`src/rtl/wb_port_arb.sv`:
```
// wb_port_arb: shares the register-file write port between load returns and a FIFO-buffered execute stream
module wb_port_arb #(
    parameter int DEPTH    = 2,
    parameter int AW       = 5,
    parameter int DW       = 32,
    parameter int ZERO_REG = 1
) (
    input  logic                   clk,
    input  logic                   rst_n,
    input  logic                   ex_valid,
    input  logic [AW-1:0]          ex_waddr,
    input  logic [DW-1:0]          ex_wdata,
    output logic                   ex_ready,
    input  logic                   ld_valid,
    input  logic [AW-1:0]          ld_waddr,
    input  logic [DW-1:0]          ld_wdata,
    output logic                   rf_we,
    output logic [AW-1:0]          rf_waddr,
    output logic [DW-1:0]          rf_wdata,
    input  logic [AW-1:0]          chk_addr,
    output logic                   chk_hit,
    output logic                   stall,
    output logic [$clog2(DEPTH):0] occ
);
    localparam int PW = $clog2(DEPTH);

    logic [AW-1:0]    mem_addr [DEPTH];
    logic [DW-1:0]    mem_data [DEPTH];
    logic [DEPTH-1:0] vld;
    logic [PW-1:0]    wp, rp;
    logic             ex_acc, push, pop, sel_we, hit;
    logic [AW-1:0]    sel_addr;
    logic [DW-1:0]    sel_data;

    // ready looks only at the registered count, so a same-cycle pop never frees a slot early
    assign ex_ready = occ != (PW+1)'(DEPTH);
    assign stall    = !ex_ready;
    assign ex_acc   = ex_valid && ex_ready;
    assign push     = ex_acc && (ld_valid || occ != '0);
    assign pop      = !ld_valid && occ != '0;
    assign sel_we   = ld_valid || pop || ex_acc;
    assign sel_addr = ld_valid ? ld_waddr : pop ? mem_addr[rp] : ex_waddr;
    assign sel_data = ld_valid ? ld_wdata : pop ? mem_data[rp] : ex_wdata;

    always_comb begin
        hit = rf_we && rf_waddr == chk_addr;
        for (int i = 0; i < DEPTH; i++)
            hit = hit | (vld[i] && mem_addr[i] == chk_addr);
    end

    assign chk_hit = hit && !(ZERO_REG != 0 && chk_addr == '0);

    always_ff @(posedge clk or negedge rst_n) begin
        if (!rst_n) begin
            rf_we    <= 1'b0;
            rf_waddr <= '0;
            rf_wdata <= '0;
            wp       <= '0;
            rp       <= '0;
            vld      <= '0;
            occ      <= '0;
            for (int i = 0; i < DEPTH; i++) begin
                mem_addr[i] <= '0;
                mem_data[i] <= '0;
            end
        end else begin
            rf_we <= sel_we && !(ZERO_REG != 0 && sel_addr == '0);
            if (sel_we) begin
                rf_waddr <= sel_addr;
                rf_wdata <= sel_data;
            end
            if (push) begin
                mem_addr[wp] <= ex_waddr;
                mem_data[wp] <= ex_wdata;
                vld[wp]      <= 1'b1;
                wp           <= wp + 1'b1;
            end
            if (pop) begin
                vld[rp] <= 1'b0;
                rp      <= rp + 1'b1;
            end
            occ <= occ + (PW+1)'(push) - (PW+1)'(pop);
        end
    end
endmodule
```
`config.mk`:
```
export PLATFORM = sky130hd
export DESIGN_NAME = wb_port_arb
export DESIGN_NICKNAME = d
export VERILOG_FILES = /design/src/rtl/wb_port_arb.sv
export SDC_FILE = /design/constraint.sdc
export NUM_CORES = 1
export LEC_CHECK = 0
export BUFFER_PORTS_ARGS = -buffer_cell sky130_fd_sc_hd__buf_2
export CAP_MARGIN = 20
export CORE_MARGIN = 3
export CORE_UTILIZATION = 55
export DETAILED_ROUTE_END_ITERATION = 8
export PLACE_DENSITY = 0.92
export SYNTH_ARGS = -nofsm -noshare
export SYNTH_HDL_FRONTEND = slang
export SYNTH_SLANG_ARGS = --single-unit
```
`constraint.sdc`:
```
create_clock -name clk -period 1.9 [get_ports clk]
set_input_delay 0.095 -clock clk [delete_from_list [all_inputs] [get_ports clk]]
set_output_delay 0.095 -clock clk [all_outputs]
set_load 0.01 [all_outputs]
```
## Word-level counts from Yosys, hierarchy flattened

Index checks and enable logic that the tools add are counted.
W data, S select, Z words.

| word-level totals | value |
|---|---|
| flip-flop bits (word level) | 118 |
| output and inout bits | 43 |
| word-level logic and storage cells | 76 |

| operators by class | value |
|---|---|
| $add $sub $neg | 4 |
| order comparisons | 7 |
| eq/ne operators | 4 |
| multiplexer cells | 22 |
| bitwise logic cells | 7 |
| reduce and logical (&&, ||, !) cells | 21 |

Operator list:

| operator | count |
|---|---|
| $mux W32 | 6 |
| $bwmux W64 | 1 |
| $demux W32 S1 | 1 |
| $mux W5 | 6 |
| $eq A5 B5 Y1 | 3 |
| $logic_and A1 B1 Y1 | 11 |
| $bwmux W10 | 1 |
| $logic_not A5 Y1 | 2 |
| $demux W5 S1 | 1 |
| $ge A2 B2 Y1 const B | 2 |
| $logic_not A1 Y1 | 4 |
| $lt A1 B2 Y1 const B | 2 |
| $mux W2 | 2 |
| $not A1 Y2 | 2 |
| $logic_or A1 B1 Y1 | 3 |
| $add A1 B1 Y1 const B | 2 |
| $add A2 B1 Y2 | 1 |
| $and A2 B2 Y2 | 1 |
| $demux W1 S1 | 2 |
| $ge A1 B1 Y1 const B | 2 |
| $lt A2 B1 Y1 const B | 1 |
| $mux W1 | 2 |
| $ne A2 B2 Y1 const B | 1 |
| $not A2 Y2 | 1 |
| other kinds (4) | 5 |

## Logic depth before layout (Yosys ltp)

| logic depth | value |
|---|---|
| word-level depth | 9 |
| gate-level depth with buffers | 9 |

## Worst setup path before layout

Ideal clock, no wire load.

| timing | value |
|---|---|
| path kind | register -> register |
| start point | register occ[1] |
| end point | register mem_addr[5] in the netlist's numbering |
| data arrival time | 1551 ps |
| required time | 1775 ps |
| setup slack | 224 ps |
| cell stages (with the launch flop) | 8 |
| clock period less this slack | 1676 ps |
| cell sequence | dfrtp_1 buf_2 nor2b_4 o21ai_2 or2_4 buf_6 buf_6 mux2_4 |

| on the way | value |
|---|---|
| word-level cells in the longest chain between the ends | 3 |

RTL lines:

| item | line | RTL |
|---|---|---|
| start, declared | 23 | `output logic [$clog2(DEPTH):0] occ` |
| start signal, assigned | 82 | `occ <= occ + (PW+1)'(push) - (PW+1)'(pop);` |
| $ne A2 B2 Y1 / $reduce_bool A2 Y1 (equally long branches) | 36, 39 |  |
| $logic_and A1 B1 Y1 / $logic_or A1 B1 Y1 (equally long branches) | 38, 39 |  |
| $logic_and A1 B1 Y1 (*) | 39 | `assign push = ex_acc && (ld_valid \|\| occ != '0);` |
| end signal, assigned by index | 73 | `mem_addr[wp] <= ex_waddr;` |
| end, declared | 27 | `logic [AW-1:0] mem_addr [DEPTH];` |

Every way passes the cells marked *; elsewhere a longest branch is shown, timed or not.
A chain may end at the register's enable or synchronous reset.

## Worst setup path in the final report

| timing | value |
|---|---|
| start point | register rf_waddr[0] |
| end point | output chk_hit |

| on the way | value |
|---|---|
| word-level cells in the longest chain between the ends | 5 |

RTL lines:

| item | line | RTL |
|---|---|---|
| start, declared | 18 | `output logic [AW-1:0] rf_waddr,` |
| start signal, assigned | 69 | `rf_waddr <= sel_addr;` |
| $eq A5 B5 Y1 | 46 | `hit = rf_we && rf_waddr == chk_addr;` |
| $logic_and A1 B1 Y1 | 46 |  |
| $or A1 B1 Y1 (2 in a row) | 48 | `hit = hit \| (vld[i] && mem_addr[i] == chk_addr);` |
| $logic_and A1 B1 Y1 | 51 | `assign chk_hit = hit && !(ZERO_REG != 0 && chk_addr == '0);` |
| end, declared | 21 | `output logic chk_hit,` |

No other way between the ends.

==> results.tsv <==
metric	value	unit
Synth Net Count	588	
largest net degree at the start of global routing	51	
Final Max Tran Viols	0	
Hold Slack	0.0514	ns
Max FO, Critical Path	2	
Finish-stage setup viols	1	
Final ANT Viol Nets	0	
area of placed instances	0.00656	mm²
Cell Count, Final, Fillers Out	856	
GPL Wtd Cong	0.898	
Final WS setup	-0.181	ns
kind of critical path	reg2out	
Die Ht	108	µm
total iterations of the first detailed-routing run	5	
commonest non-fill, non-tap cell in the layout	buf_2	
setup TNS	-0.181	ns
Worst setup SP type	flop	
Nets	794	
Initial Util	0.575	
DR vias	4963	
Synth Warn #	0	
most frequent cells in the layout	buf_2, dfrtp_1, dlygate4sd3_1	
Critical-path top delay cell	dfrtp_1	
final worst path period need	2.08	ns
footprint of the multi-input gates	0.00255	mm²
Max VDD drop	0.000922	V
Worst-Margin Slew	0.464	ns
Reg area	0.00296	mm²
# rows	36	
DR iter-0 viols	325	
slew margin rel.	0.690	
Die W	108	µm
WP data arrival	1.99	ns
Fillers	562	
sequential area share after synthesis	0.516	
TritonCTS buffer count	17	
CP bufs+invs	1	
layout cells sized above 1	0.373	
gr ovfl total	0	
final instance area	0.00802	mm²
IO Pins	126	
Post-Route WL	17400	µm
failing checks	setup timing	
PD cells	1670	mW/mm²
Clock Tree Root	clkbuf_8	
crit path cell chain	xor2_1 -> nor4_2 -> and3_1 -> a31oi_1 -> a21oi_2 -> buf_2	
drt drc	0	
Sink Count	118	
run status	finished, violations left	
Yosys cell types	34	
Cell Count Post-Placement	742	
H-tree levels	4	
worst setup path startpoint	rf_waddr[0]	
Synth Instances	503	
core area	0.00995	mm²
P&R area growth vs syn	40.1	%
max frequency	480	MHz
fin crit share	1.10	
Clock Latency Late Sink	0.53	ns
worst stage delay on the critical path	0.41	ns
final hold violation count	0	
clk buf depth	2	
vias in the first global route	5522	
unrepaired setup endpoints after global routing	true	
die area	0.0117	mm²
Synth Cell Area	0.00573	mm²
family with the most delay on the worst path	simple AND/OR/NAND/NOR gates	
global-route wire length before repair	27400	µm
CTS tree	done	
CP required	1.80	ns
I/O Buffers	125	
static leakage	0.00369	µW
Fin Clk Skew	0.00992	ns
initial antenna violation count	1	
Seq cells post-synth	118	
Final HPWL DP	9800	µm
MaxCap Viol Count	0	
via-per-instance ratio	5.80	
syn avg cell area	11.4	µm²
Total GRT Usage	0.308	
worst min-delay path class	in2async	
crit end category	primary output	
r2r startpoint	occ[1]	
drt wl/cell	20.3	µm
clock-pin slew on the worst setup and hold paths	0.06	ns
## power breakdown
group          switching (µW)  internal (µW)  leakage (µW)
sequential                941           3790       0.00140
clock                    1170           2290      0.000300
combinational            2540           2670       0.00199
## cells by family after synthesis
logic type	count (synthesis)	synth area share
flip-flops	118	0.516
AO/OA/AOI/OAI	117	0.121
multiplexers	111	0.215
AND/OR/NAND/NOR	94	0.0725
buffers and inverters	43	0.0437
XOR/XNOR	18	0.0275
adder cells (fa/ha/maj)	2	0.00437
## final cells by class
cell class                      count  area share
Antenna cell                        1    0.000312
Clock buffer                       19      0.0538
Clock inverter                     13      0.0254
Inverter                            5     0.00234
Multi-Input combinational cell    342       0.317
Sequential cell                   118       0.368
Tap cell                          133      0.0207
Timing Repair Buffer              225       0.212
## per-layer routing
metal	share of wire	wire, µm	track usage
met5	0	0	0
met3	0.057	988	0.0806
met2	0.52	9000	0.541
met4	0.048	843	0.181
met1	0.38	6580	0.335
## per-stage QoR
step	power [µW]	utilization	setup WS, ns
4_1_cts	13200	0.804	-0.0614
3_3_place_gp	9030	0.659	0.234
3_5_place_dp	9410	0.659	0.0442
5_1_grt	14000	0.806	-0.246
2_1_floorplan	7840	-	0.224
6_report	13400	0.806	-0.181
## cells in the mapped netlist
cell type | number | area share
dfrtp_1 | 118 | 0.52
nor2_1 | 39 | 0.026
a21oi_1 | 41 | 0.036
mux2_4 | 8 | 0.021
and3_1 | 2 | 0.0022
a31oi_1 | 2 | 0.0022
a22oi_1 | 1 | 0.0013
o21ai_1 | 13 | 0.011
nand2b_1 | 1 | 0.0011
mux2i_1 | 37 | 0.065
nor3_4 | 1 | 0.0028
buf_4 | 6 | 0.0079
o21ai_0 | 22 | 0.019
buf_2 | 17 | 0.015
nor2b_4 | 1 | 0.0024
or4_1 | 1 | 0.0013
xor2_1 | 13 | 0.020
nand3_1 | 1 | 0.00087
nor4_1 | 3 | 0.0033
inv_1 | 5 | 0.0033
a211oi_1 | 36 | 0.047
clkbuf_1 | 8 | 0.0052
o21ai_2 | 1 | 0.0015
buf_6 | 6 | 0.012
a211oi_2 | 1 | 0.0022
ha_1 | 2 | 0.0044
or3_4 | 1 | 0.0020
or2_4 | 1 | 0.0015
xnor2_1 | 5 | 0.0076
or2_1 | 1 | 0.0011
nor3_1 | 4 | 0.0035
nand2_1 | 38 | 0.025
buf_1 | 1 | 0.00065
mux2_2 | 66 | 0.13
## flip-flops by register name, summed over array words and instances, names as in the netlist
register / cells
vld: 2
mem_addr: 10
wp: 1
occ: 2
mem_data: 64
rf_we: 1
rf_wdata: 32
rf_waddr: 5
rp: 1
## what timing repair did
action,CTS,global route
hold buffers,76,0
pin swaps,9,0
gates resized for setup,2,5
endpoints found under the hold margin,231,0
setup endpoints to repair,2,5
gates cloned,0,0
buffers inserted,5,0
## path summary, 6_finish.rpt
kind | end | slack (ns) | depth (start not counted)
max | chk_hit | -0.18 | 6
min | mem_data[6] | 0.05 | 2
max reg2reg | occ[1] | 0.05 | 8
min reg2reg | rf_wdata[21] | 0.48 | 2
max in group asynchronous | rf_wdata[14] | 1.16 | 3
min in group clk | vld[0] | 0.08 | 3
No activity file was read; power rests on OpenSTA's default activity.
